==> config.mk <==
export PLATFORM = sky130hd
export DESIGN_NAME = muldiv_unit
export DESIGN_NICKNAME = d
export VERILOG_FILES = /design/src/rtl/muldiv_unit.sv
export SDC_FILE = /design/constraint.sdc
export NUM_CORES = 1
export LEC_CHECK = 0
export ABC_AREA = 1
export CORE_MARGIN = 5
export CORE_UTILIZATION = 40
export DETAILED_ROUTE_END_ITERATION = 10
export HOLD_SLACK_MARGIN = 0.06
export PLACE_DENSITY = 0.65
export RECOVER_POWER = 50
export SLEW_MARGIN = 20
export SYNTH_ARGS = -nofsm -noshare
export SYNTH_HDL_FRONTEND = slang
export SYNTH_SLANG_ARGS = --single-unit
==> constraint.sdc <==
create_clock -name clk -period 3.1 [get_ports clk]
set_input_delay 0.93 -clock clk [delete_from_list [all_inputs] [get_ports clk]]
set_output_delay 0.93 -clock clk [all_outputs]
set_load 0.05 [all_outputs]
==> src/rtl/muldiv_unit.sv <==
// Iterative 32-cycle multiply/divide unit with HI/LO registers.
// Divider datapath compiled in only when MULDIV_UNIT_DIV_EN is defined.
module muldiv_unit (
   input  logic        clk,
   input  logic        reset,
   input  logic        start,
   input  logic [1:0]  op,
   input  logic [31:0] srca,
   input  logic [31:0] srcb,
   input  logic        hiwrite,
   input  logic        lowrite,
   input  logic [31:0] wd,
   output logic [31:0] hi,
   output logic [31:0] lo,
   output logic        busy,
   output logic        done
);

   typedef enum logic [1:0] {IDLE, RUN, DONE} state_t;

   state_t      state_q, state_d;
   logic [4:0]  cnt;
   logic [31:0] acc_hi, acc_lo, bmag;
   logic        neg_q;
   logic        accept, last;
   logic [31:0] step_hi, step_lo;
   logic [63:0] res;
   logic [32:0] sum;
   logic        sgn;
   logic [31:0] amag_in, bmag_in;
   logic        op_ok;

`ifdef MULDIV_UNIT_DIV_EN
   logic        is_div, neg_r, bz;
   logic [32:0] shf, dif;
   logic [31:0] qf, rf;
   assign op_ok = 1'b1;
`else
   assign op_ok = ~op[1];
`endif

   assign last = (state_q == RUN) && (cnt == 5'd31);
   assign busy = (state_q == RUN);
   assign done = (state_q == DONE);

   always_comb begin
      state_d = state_q;
      accept  = 1'b0;
      unique case (state_q)
         IDLE: begin
            if (start && op_ok) begin
               accept  = 1'b1;
               state_d = RUN;
            end
         end
         RUN:     if (cnt == 5'd31) state_d = DONE;
         DONE:    state_d = IDLE;
         default: state_d = IDLE;
      endcase
   end

   always_ff @(posedge clk or negedge reset) begin
      if (!reset) state_q <= IDLE;
      else        state_q <= state_d;
   end

   // Operands are held as magnitudes; sign is restored on the last edge.
   assign sgn     = ~op[0];
   assign amag_in = (sgn && srca[31]) ? -srca : srca;
   assign bmag_in = (sgn && srcb[31]) ? -srcb : srcb;

   always_comb begin
      sum     = {1'b0, acc_hi} + (acc_lo[0] ? {1'b0, bmag} : 33'd0);
      step_hi = sum[32:1];
      step_lo = {sum[0], acc_lo[31:1]};
      res     = {step_hi, step_lo};
      if (neg_q) res = -res;
`ifdef MULDIV_UNIT_DIV_EN
      shf = {acc_hi, acc_lo[31]};
      dif = shf - {1'b0, bmag};
      qf  = '0;
      rf  = '0;
      if (is_div) begin
         if (!dif[32]) begin
            step_hi = dif[31:0];
            step_lo = {acc_lo[30:0], 1'b1};
         end else begin
            step_hi = shf[31:0];
            step_lo = {acc_lo[30:0], 1'b0};
         end
         qf  = (neg_q && !bz) ? -step_lo : step_lo;
         rf  = neg_r ? -step_hi : step_hi;
         res = {rf, qf};
      end
`endif
   end

   always_ff @(posedge clk or negedge reset) begin
      if (!reset) begin
         cnt    <= '0;
         acc_hi <= '0;
         acc_lo <= '0;
         bmag   <= '0;
         neg_q  <= 1'b0;
`ifdef MULDIV_UNIT_DIV_EN
         is_div <= 1'b0;
         neg_r  <= 1'b0;
         bz     <= 1'b0;
`endif
      end else if (accept) begin
         cnt    <= '0;
         acc_hi <= '0;
         acc_lo <= amag_in;
         bmag   <= bmag_in;
         neg_q  <= sgn & (srca[31] ^ srcb[31]);
`ifdef MULDIV_UNIT_DIV_EN
         is_div <= op[1];
         neg_r  <= sgn & srca[31];
         bz     <= (srcb == 32'd0);
`endif
      end else if (state_q == RUN) begin
         cnt    <= cnt + 5'd1;
         acc_hi <= step_hi;
         acc_lo <= step_lo;
      end
   end

   always_ff @(posedge clk or negedge reset) begin
      if (!reset) begin
         hi <= '0;
         lo <= '0;
      end else if (last) begin
         hi <= res[63:32];
         lo <= res[31:0];
      end else if (state_q != RUN) begin
         if (hiwrite) hi <= wd;
         if (lowrite) lo <= wd;
      end
   end

endmodule

* After elaboration in Yosys (flattened, before gate mapping) *
Cells that the tools add are included.

cells by class
  add/subtract/negate cells = 5
  eq/ne operators = 6
  mux-type cells = 21
  bitwise logic cells = 4
  reductions and logical operators = 12

operators by type and width
  kind                   number
  $mux W32               13
  $mux W64               1
  $neg A32 Y32           2
  $neg A64 Y64           1
  $add A32 B32 Y33       1
  $mux W5                2
  $reduce_bool A2 Y1     4
  $reduce_and A2 Y1      3
  $add A5 B1 Y5 const B  1
  $eq A5 B5 Y1 const B   1
  $logic_and A1 B1 Y1    4
  $mux W2                2
  $ne A2 B1 Y1 const B   2
  $pmux W2 S2            1
  $eq A2 B1 Y1 const B   1
  $eq A2 B2 Y1 const B   1
  $logic_not A2 Y1       1
  $mux W1                2
  $ne A2 B2 Y1 const B   1
  $not A1 Y1             2
  $and A1 B1 Y1          1
  $xor A1 B1 Y1          1

storage, ports and cells
  register bits = 168
  bits of input ports = 103
  output and inout bits = 66
  word-level logic and storage cells = 56

* Longest topological paths before layout *
Gate-level depths: netlist of run 1.

  word-level depth = 5
  depth in mapped cells = 25
  depth with buffers taken out = 23

* Worst setup path before layout of run 1 *
OpenSTA, ideal clock, no wires.

  kind = reg2reg
  start point = reg acc_lo[0]
  end point = reg hi[27]
  setup time = 77 ps
  arrival = 2830 ps
  data required time = 3023 ps
  path slack = 192 ps
  stages on the path, launching flop included = 22
  cells stage by stage = dfrtp_1 -> clkbuf_1 -> clkbuf_1 -> nand2_1 -> inv_1 -> ha_1 -> fa_1 -> inv_1 -> nand3_1 -> inv_1 -> nand2_1 -> nor2_1 -> nand3_2 -> nor3_2 -> nand2_2 -> inv_1 -> nand3b_1 -> nand2_1 -> nand2_1 -> nand2_1 -> nand3_1 -> a21oi_1

on the way
  word-level cells in the longest chain between the ends = 5

ends and longest elaborated chain
  what                      RTL line  RTL
  start: declaration        23        logic [31:0] acc_hi, acc_lo, bmag;
  start signal: assignment  113       acc_lo <= amag_in;
  start signal: assignment  124       acc_lo <= step_lo;
  $mux W32 (*)              73        sum = {1'b0, acc_hi} + (acc_lo[0] ? {1'b0, bmag} : 33'd0);
  $add A32 B32 Y33 (*)      73
  $neg A64 Y64              77        if (neg_q) res = -res;
  $mux W64 (*)              77
  $mux W32 (*)              132       end else if (last) begin
  end signal: assignment    133       hi <= res[63:32];
  end signal: assignment    136       if (hiwrite) hi <= wd;
  end: declaration          13        output logic [31:0] hi,

Every way passes the cells marked *; elsewhere a longest branch is shown, timed or not.
A chain may end at the register's enable or synchronous reset.

* Final worst setup path of run 1 *
  start point = reg acc_lo[0]
  end point = reg hi[26]

Same word-level chain as after synthesis.

==> results by stage, run 1 <==
GRT:
- The number of global-route vias before repair is 13.4k.
- The global-route wire length before repair is 71,600 um.
- The pin count of the biggest net entering global routing is 64.
- The global-route usage over all layers is 24.5%.
- The leftover overflow at the end of global routing is 0.
- The initial antenna violation count is 0.

Route:
- After detailed routing, the average wire length per cell comes to 16.6 um.
- The first detailed-routing pass ran for 5 iterations.
- The routed via count is 14.1k.
- For this block, the initial DRC count from the detailed router was 1,278.
- After detailed routing, the number of remaining DRC violations is 0.
- Summed over all layers, the routed wires come to 45,500 um.
- In the routed layout, each cell is associated on average with a via count of 5.13.
- Once detail routing completed, the nets flagged for antenna violations numbered 0.

Setup path:
- The number of cells on the worst reg-to-reg path is 21.
- The signal on the critical path passes through nand2_1 > inv_1 > ha_2 > fa_2 > nand3_1 > nand3_1 > nand2_1 > nand2_1 > nand2_1 > nand2_1 > nand2_1 > nand3b_1 > nand2_2 > nand2_1 > nor2_2 > nand2_1 > nand2_1 > nand2_1 > nand2_1 > nand3_1 > a21oi_2.
- The largest stage delay on the critical path is 0.46 ns.
- The data required time of the worst path is 3.47 ns.
- The cell that appears most often on the critical path is sky130_fd_sc_hd__nand2_1.
- Of all nets on the critical path, the largest fanout is 3.
- The critical path startpoint is acc_lo[0].
- The arrival time at the worst endpoint is 3.39 ns.
- In this run the critical register-to-register path is captured at hi[26].
- The critical setup path kind is reg2reg.
- The critical path ends at hi[26].
- STA classifies the critical path endpoint as a flop.
- For this design, the slowest cell found on the critical path is sky130_fd_sc_hd__dfrtp_2.
- The reg-to-reg critical path startpoint is acc_lo[0].
- The launching element type of the critical path is a flop.
- The worst setup slack for register-to-register paths is 0.07 ns.

Flow run:
- The tool flagged a number of max-cap violations equal to 1.

Synthesis:
- The portion of the post-synthesis area used by sequential elements is 32.0%.
- The net count of the mapped netlist is 2,201.
- The synthesized design contains 0 enable-type register cells.
- After synthesis the cells add up to 0.0131 sq mm.
- The fraction of post-synthesis cell area in the top cell type by area is 32.0%.
- Summing the areas of all and, or, nand and nor instances in the mapped netlist gives 36.6% of the synthesized area.
- Measured against the total synthesized area, the mux share comes to 0%.
- The number of distinct library cell variants in the gate-level netlist after synthesis is 49.
- The most used flip-flop cell after synthesis is sky130_fd_sc_hd__dfrtp_1.
- The largest total area in the synthesized netlist belongs to sky130_fd_sc_hd__dfrtp_1.
- The number of standard cells after synthesis is 2,060.
- During synthesis, Yosys emitted a total of 0 warnings.
- The area fraction in compound gates after synthesis is 14.1%.
- The main combinational cell family by area after synthesis is simple AND/OR/NAND/NOR gates.
- Summing the areas of all xor and xnor instances in the mapped netlist gives 3.86% of the synthesized area.
- By area the synthesized netlist is led by sky130_fd_sc_hd__dfrtp_1 32%, sky130_fd_sc_hd__nand2_1 17%, sky130_fd_sc_hd__o21ai_0 7.3%.
- The number of register bits inferred by synthesis is 168.
- The average instance area after synthesis is 6.38 sq um.
- The adder-cell share of the synthesized area is 3.68%.
- The share of flip-flops with an asynchronous set or reset is 100%.

Floorplan:
- The area of the die is 0.0366 sq mm.
- The core footprint is 0.0325 sq mm.
- The die span in y is 191 um.
- The number of rows in the core area is 66.
- The top-level port count is 169.
- The width of the die is 191 um.
- For this configuration, the core starts out at a cell density of 40.5%.

Layout:
- The top cell types in the final layout, fill and taps aside, are 570 x sky130_fd_sc_hd__nand2_1, 246 x sky130_fd_sc_hd__inv_1, 194 x sky130_fd_sc_hd__nor2_1, 187 x sky130_fd_sc_hd__o21ai_0, 166 x sky130_fd_sc_hd__dfrtp_1.
- In the final layout, the share of cells above drive strength 1 is 14.9%.
- After the last flow step, the layout net total stands at 2,430.
- The most common cell after layout, fill and taps aside is sky130_fd_sc_hd__nand2_1.
- Compared with the post-synthesis result, the final layout area differs by 30.1%.
- The core utilization of the finished layout is 52.7%.
- The total inserted antenna cells is 0.

Clock network:
- The sink count of the clock tree is 168.
- Clock-pin slew was measured on the worst setup and hold paths at 0.07 ns.
- The maximum clock insertion buffer count is 2.
- Buffers inserted to repair hold after CTS numbered 0.
- The tree is rooted in a sky130_fd_sc_hd__clkbuf_16.
- The TritonCTS clock tree is yes.
- In this run the number of H-tree levels came out at 4.
- The later pin in the worst-skew pair is clocked with a latency of 0.44 ns.
- The number of buffers added by the clock tree synthesis step is 17.

Outcome:
- The flow ran to the end, but the final reports show violations.
- The checks that failed: max-capacitance violations, max-slew violations.

STA:
- The number of max-slew violations in the final report is 62.
- Setup violations remaining at the end of the flow were counted as 0.
- Setup repair after global routing could not meet its margin everywhere.
- The final critical-path required period is 3.03 ns.
- The relative slew slack is -10.5%.
- Based on the critical path, the design can be clocked at up to 0.331 GHz.
- The hold violation total from the final report is 0.
- The maximum clock skew at final layout is 0.0119 ns.
- The transition time at the pin with the least slew margin is 1.66 ns.
- The post-route clock period utilization is 97.6%.

Place:
- During placement, the flow inserted port buffers numbering 168.
- The last weighted congestion value of the routability-driven placer is 0.956.
- The HPWL after detailed placement is 36,000 um.

Power and ir drop:
- Total power for the finished layout comes to 18,500 uW.
- In this run the power density over the cells is 1080 mW/mm^2.
- The maximum ir drop on the vdd rail is 0.597 mV.
- The analysis attributes to cell leakage a power of 0.00806 uW.

Worst hold path:
- In this run the worst hold path is classified as reg2reg.
==> cells by family (layout without fill, tap and decap cells) <==
group / after synthesis / in the layout
compound gates: 346 / 346
fa+ha+maj: 38 / 38
xor+xnor: 57 / 57
buf+inv: 339 / 581
simple gates: 1112 / 1112
flops: 168 / 168
==> cells in the mapped netlist, types with 2 or more instances <==
cell	instances
sky130_fd_sc_hd__xor2_1	42
sky130_fd_sc_hd__ha_1	37
sky130_fd_sc_hd__o21ai_1	2
sky130_fd_sc_hd__nand2_1	608
sky130_fd_sc_hd__nand2_2	29
sky130_fd_sc_hd__nand3b_1	14
sky130_fd_sc_hd__o21bai_1	3
sky130_fd_sc_hd__inv_2	13
sky130_fd_sc_hd__nor3_2	3
sky130_fd_sc_hd__nor2_1	221
sky130_fd_sc_hd__and3_1	2
sky130_fd_sc_hd__a22o_1	2
sky130_fd_sc_hd__dfrtp_1	168
sky130_fd_sc_hd__buf_1	4
sky130_fd_sc_hd__o21ai_0	191
sky130_fd_sc_hd__o31ai_1	4
sky130_fd_sc_hd__nor2_4	5
sky130_fd_sc_hd__a21oi_2	2
sky130_fd_sc_hd__nand3_1	149
sky130_fd_sc_hd__o211ai_1	3
sky130_fd_sc_hd__nor3_1	23
sky130_fd_sc_hd__or2_2	5
sky130_fd_sc_hd__clkinv_1	7
sky130_fd_sc_hd__a31oi_1	46
sky130_fd_sc_hd__nand3_2	11
sky130_fd_sc_hd__inv_1	250
sky130_fd_sc_hd__nor2_2	13
sky130_fd_sc_hd__xnor2_1	14
sky130_fd_sc_hd__a21oi_1	88
sky130_fd_sc_hd__clkbuf_1	61
sky130_fd_sc_hd__nor4_1	3
sky130_fd_sc_hd__buf_2	2
sky130_fd_sc_hd__nand4_1	19
==> metrics by stage <==
stage / hold WS (ns) / setup WS, ns / instances / TNS, ns / instance area (sq um)
final: 0.489 / 0.0749 / 2744 / 0 / 17100
after global routing: 0.502 / -0.133 / 2744 / -1.12 / 17100
after CTS: 0.492 / 0.00175 / 2743 / 0 / 16600
after detailed placement: 0.473 / -0.258 / 2711 / -1.39 / 16000
after global placement: 0.466 / -0.243 / 2711 / -0.990 / 16000
after floorplan: 0.449 / 0.192 / 2060 / 0 / 13100
==> timing repair <==
item                       CTS  global route
pin swaps                    0             9
cloned                       0             0
gates resized for setup      1           130
setup buffers                0             1
setup endpoints to repair    6            24
==> cell type report <==
type                       instances  area [sq um]
tap                              442           553
timing repair buffer             279          2520
fill                            3246         15400
clock buffer                      18           429
sequential                       168          4210
clock inverter                    14           168
multi-input combinational       1553          8200
inverter                         270          1010
==> registers in the layout, summed over array words and instances (netlist names) <==
| signal | count |
|---|---|
| neg_q | 1 |
| hi | 32 |
| cnt | 5 |
| bmag | 32 |
| lo | 32 |
| acc_lo | 32 |
| acc_hi | 32 |
| state_q | 2 |
==> layer usage <==
layer | GRT usage [%] | share of wire [%] | vias up
li1 | - | - | 7072
met1 | 35.1 | 46 | 6517
met2 | 38.9 | 46 | 427
met3 | 3.32 | 5.3 | 60
met4 | 7.02 | 2.6 | 0
met5 | 0 | 0 | -
==> critical path, delay by kind of cell, from the launching register on <==
| kind | cells | cell delay [ns] |
|---|---|---|
| simple gates | 17 | 1.71 |
| fa+ha+maj | 2 | 0.57 |
| flops | 1 | 0.46 |
| compound gates | 1 | 0.15 |
| buf+inv | 1 | 0.05 |
==> where the power goes <==
group	total [uW]	switching [uW]	internal [uW]
sequential	4030	804	3230
combinational	12200	7910	4320
clock	2220	1010	1210
total	18500	9730	8760
==> worst min-delay path by stage <==
stage | startpoint | to | slack, ns | depth (start not counted)
detailed placement | bmag[28] | bmag[28] | 0.47 | 2
floorplan | bmag[29] | bmag[29] | 0.45 | 2
finish | bmag[13] | bmag[13] | 0.49 | 2
CTS | bmag[15] | bmag[15] | 0.49 | 2
global placement | bmag[29] | bmag[29] | 0.47 | 2
global route | bmag[13] | bmag[13] | 0.50 | 2
No activity file was read; power rests on OpenSTA's default activity.
==> inputs of run 2 (changes only) <==
Settings changed: CORE_MARGIN 5 to 2, TNS_END_PERCENT set to 100.
==> run 2 against run 1 <==
The run still ends with max-capacitance violations, max-slew violations left. Utilization is 1.4 points higher. Critical path depth down 2. Via count up 1.0%. Routed wire length down 0.65%. Cell count rose by 1.1%. Register-to-register slack lost 0.06 ns. Total power is 3.4% higher. Clock skew is 0.0023 ns higher. Largest cell class unchanged. Sequential power is essentially flat. Highest routed layer unchanged. Maximum frequency down 1.9%.
==> results by stage, run 2 (synthesis gave the netlist of run 1 again) <==
Outcome:
- Result of the run: finished with violations (unchanged).
- Failing checks: max-capacitance violations, max-slew violations (unchanged).

STA:
- The hold violation total from the final report was 0 (unchanged).
- The number of endpoints failing setup at the final stage is 0 (unchanged).
- The final setup TNS came to 0 ns (unchanged).
- The relative slew slack was -20.5% (was -10.5%).
- The maximum clock skew at final layout is 0.0141 ns (was 0.0119 ns).
- The number of max-slew violations in the final report was 66 (was 62).
- The post-route clock period utilization is 99.5% (was 97.6%).
- The highest clock frequency the design can meet is 0.324 GHz (was 0.331 GHz).
- The transition time at the pin with the least slew margin is 1.81 ns (was 1.66 ns).
- The post-route worst setup slack came to 0.0153 ns (was 0.0749 ns).
- The final critical-path required period is 3.08 ns (was 3.03 ns).
- Unrepaired setup endpoints after global routing: true (unchanged).

Route:
- The routed length on met1 is 20,900 um (was 21,100 um).
- The number of optimization iterations in the first detailed-route pass is 6 (was 5).
- The routed wire length per instance came to 16.3 um (was 16.6 um).
- The via count normalized by instance count is 5.13 (about the same).
- The uppermost metal layer occupied by signal nets is met4 (unchanged).
- The routed via count is 14.2k (was 14.1k).
- The length of routed met2 wiring is 20,600 um (was 20,800 um).
- The wire length on met3 is 2370 um (was 2420 um).
- The remaining number of nets flagged by the antenna check after routing is 0 (unchanged).
- The number of DRC markers after the initial detailed-route iteration came to 1,091 (was 1,278).
- The detailed-route DRC error count is 0 (unchanged).
- The total detailed-routing wirelength is 45,200 um (was 45,500 um).

Setup path:
- The endpoint of the lowest-slack register-to-register path is hi[31] (was hi[26]).
- The number of cells on the worst reg-to-reg path came to 19 (was 21).
- The worst-path maximum fanout is 4 (was 3).
- The instance count on the critical path is 19 (was 21).
- The largest stage delay on the critical path was 0.49 ns (was 0.46 ns).
- The launching element type of the critical path is a flop (unchanged).
- The data required time of the worst path is 3.49 ns (was 3.47 ns).
- The critical path's most frequent cell is sky130_fd_sc_hd__nand3_2 (was sky130_fd_sc_hd__nand2_1).
- The sum of buffers and inverters on the critical path is 3 (was 1).
- The reg-to-reg critical path startpoint was acc_lo[0] (unchanged).
- The cell class contributing the biggest share of worst-path delay is simple AND/OR/NAND/NOR gates (unchanged).
- The cell with the biggest individual delay on the critical path is sky130_fd_sc_hd__dfrtp_2 (unchanged).
- The type of destination of the critical path is a flop (unchanged).
- The arrival time at the worst endpoint is 3.47 ns (was 3.39 ns).
- Worst-path cell chain: nand2_2 > inv_2 > ha_4 > fa_2 > buf_6 > xor2_2 > inv_2 > nand3_4 > nor2_4 > nand3_2 > nor3_4 > nand2_2 > nor2_4 > nand3_2 > nand2_4 > nand2_1 > nand2_1 > nand3_2 > a21oi_2 (was nand2_1 > inv_1 > ha_2 > fa_2 > nand3_1 > nand3_1 > nand2_1 > nand2_1 > nand2_1 > nand2_1 > nand2_1 > nand3b_1 > nand2_2 > nand2_1 > nor2_2 > nand2_1 > nand2_1 > nand2_1 > nand2_1 > nand3_1 > a21oi_2).
- The worst setup slack for register-to-register paths came to 0.02 ns (was 0.07 ns).
- The critical setup path kind is reg2reg (unchanged).
- The capture point of the worst path is hi[31] (was hi[26]).
- The critical path startpoint is acc_lo[0] (unchanged).

Floorplan:
- The width of the die is 185 um (was 191 um).
- The area of the die is 0.0343 sq mm (was 0.0366 sq mm).
- The core footprint came to 0.0325 sq mm (unchanged).
- The die span in y came to 185 um (was 191 um).
- The top-level port count is 169 (unchanged).
- The initial core utilization was 40.5% (unchanged).
- The number of rows in the core area came to 66 (unchanged).

GRT:
- The leftover overflow at the end of global routing is 0 (unchanged).
- The pin count of the biggest net entering global routing came to 66 (was 64).
- The number of global-route vias before repair is 13.1k (was 13.4k).
- The global-route wire length before repair is 70,000 um (was 71,600 um).
- The initial antenna violation count is 0 (unchanged).
- The global-route usage over all layers was 26.2% (was 24.5%).

Power and ir drop:
- The reported leakage power is 0.00823 uW (was 0.00806 uW).
- The maximum ir drop on the vdd rail is 0.535 mV (was 0.597 mV).
- The total power divided by cell area is 1090 mW/mm^2 (was 1080 mW/mm^2).

Layout:
- The area growth from synthesis to layout came to 33.7% (was 30.1%).
- The total inserted antenna cells is 0 (unchanged).
- The fraction of layout instances using a drive strength above 1 is 17.8% (was 14.9%).
- Most used cells in the layout excluding fill and tap cells: 551 x sky130_fd_sc_hd__nand2_1, 243 x sky130_fd_sc_hd__inv_1, 188 x sky130_fd_sc_hd__o21ai_0, 187 x sky130_fd_sc_hd__nor2_1 (was 570 x sky130_fd_sc_hd__nand2_1, 246 x sky130_fd_sc_hd__inv_1, 194 x sky130_fd_sc_hd__nor2_1, 187 x sky130_fd_sc_hd__o21ai_0, 166 x sky130_fd_sc_hd__dfrtp_1).
- The area taken by multi-input logic gates was 0.00841 sq mm (was 0.00820 sq mm).
- The area taken by flip-flops and latches is 0.00421 sq mm (unchanged).
- The area of all placed cells without fillers is 0.0176 sq mm (was 0.0171 sq mm).
- The number of inserted filler cells in the final layout is 3,234 (was 3,246).
- The most common cell after layout, fill and taps aside was sky130_fd_sc_hd__nand2_1 (unchanged).
- The number of nets in the layout is 2,460 (was 2,430).

Place:
- The placed wire-length estimate is 35,500 um (was 36,000 um).
- The placed cell area is 0.0161 sq mm (was 0.0160 sq mm).
- The pre-CTS worst setup slack was -0.195 ns (was -0.258 ns).
- The count of port buffers added during placement came to 168 (unchanged).
- The last weighted congestion value of the routability-driven placer was 0.951 (was 0.956).

Clock network:
- The maximum clock insertion buffer count is 2 (unchanged).
- The number of H-tree branching levels came to 4 (unchanged).
- The later-pin clock latency in the skew report is 0.45 ns (was 0.44 ns).
- The sink count of the clock tree is 168 (unchanged).
- The number of buffers added by the clock tree synthesis step is 17 (unchanged).
- The clock slew at the register clock pins of the worst setup and hold paths is 0.08 ns (was 0.07 ns).
- The TritonCTS clock tree was yes (unchanged).
- The number of hold-repair buffers added at the cts stage was 0 (unchanged).
- The clock root buffer was sky130_fd_sc_hd__clkbuf_16 (unchanged).

Worst hold path:
- The path category of the worst min-delay check is reg2reg (unchanged).
- The number of stages on the worst hold path is 2 (unchanged).

Flow run:
- The max-cap violation count is 1 (unchanged).
-- run 2: how the worst min path moves through the flow --
stage | slack, ns | from | to
2_1_floorplan | 0.45 | bmag[29] | bmag[29]
3_3_place_gp | 0.47 | bmag[28] | bmag[28]
3_5_place_dp | 0.48 | bmag[26] | bmag[26]
4_1_cts | 0.49 | bmag[26] | bmag[26]
5_1_grt | 0.51 | bmag[17] | bmag[17]
6_report | 0.49 | bmag[28] | bmag[28]
-- run 2: tightest hold or removal path: stages, from the launching register on --
cell,delay [ns]
sky130_fd_sc_hd__dfrtp_1,0.34
sky130_fd_sc_hd__nand2_1,0.05
sky130_fd_sc_hd__o21ai_0,0.06
-- run 2: per-layer routing --
layer	track usage [%]	vias up
met5	0	-
met4	8.98	0
met3	3.34	58
met2	41.6	418
met1	36.8	6585
li1	-	7161
-- run 2: final cells by class --
class                           count  area share, %
Sequential cell                   168           24.0
Inverter                          270           5.77
Tap cell                          442           3.15
Multi-Input combinational cell   1553           47.9
Clock buffer                       19           2.58
Clock inverter                     13          0.670
Timing Repair Buffer              309           16.0
-- run 2: repair_timing --
| item | in CTS | in global routing |
|---|---|---|
| pin swaps | 0 | 34 |
| cloned | 0 | 1 |
| gates resized for setup | 10 | 180 |
| endpoints found under the setup margin | 8 | 22 |
| buffers inserted | 0 | 20 |
-- run 2: report_power, final --
part           leakage, uW  switching (uW)  internal (uW)
logic              0.00598            8140           4790
registers          0.00197             813           3230
clock network     0.000286             997           1160
-- run 2: metrics by stage --
step	utilization (%)	hold WS, ns	instances	power [uW]
2_1_floorplan	-	0.449	2060	11200
3_3_place_gp	49.5	0.468	2721	15100
3_5_place_dp	49.5	0.477	2721	15300
4_1_cts	51.4	0.492	2753	17500
5_1_grt	54.1	0.508	2774	20500
6_report	54.1	0.488	2774	19100
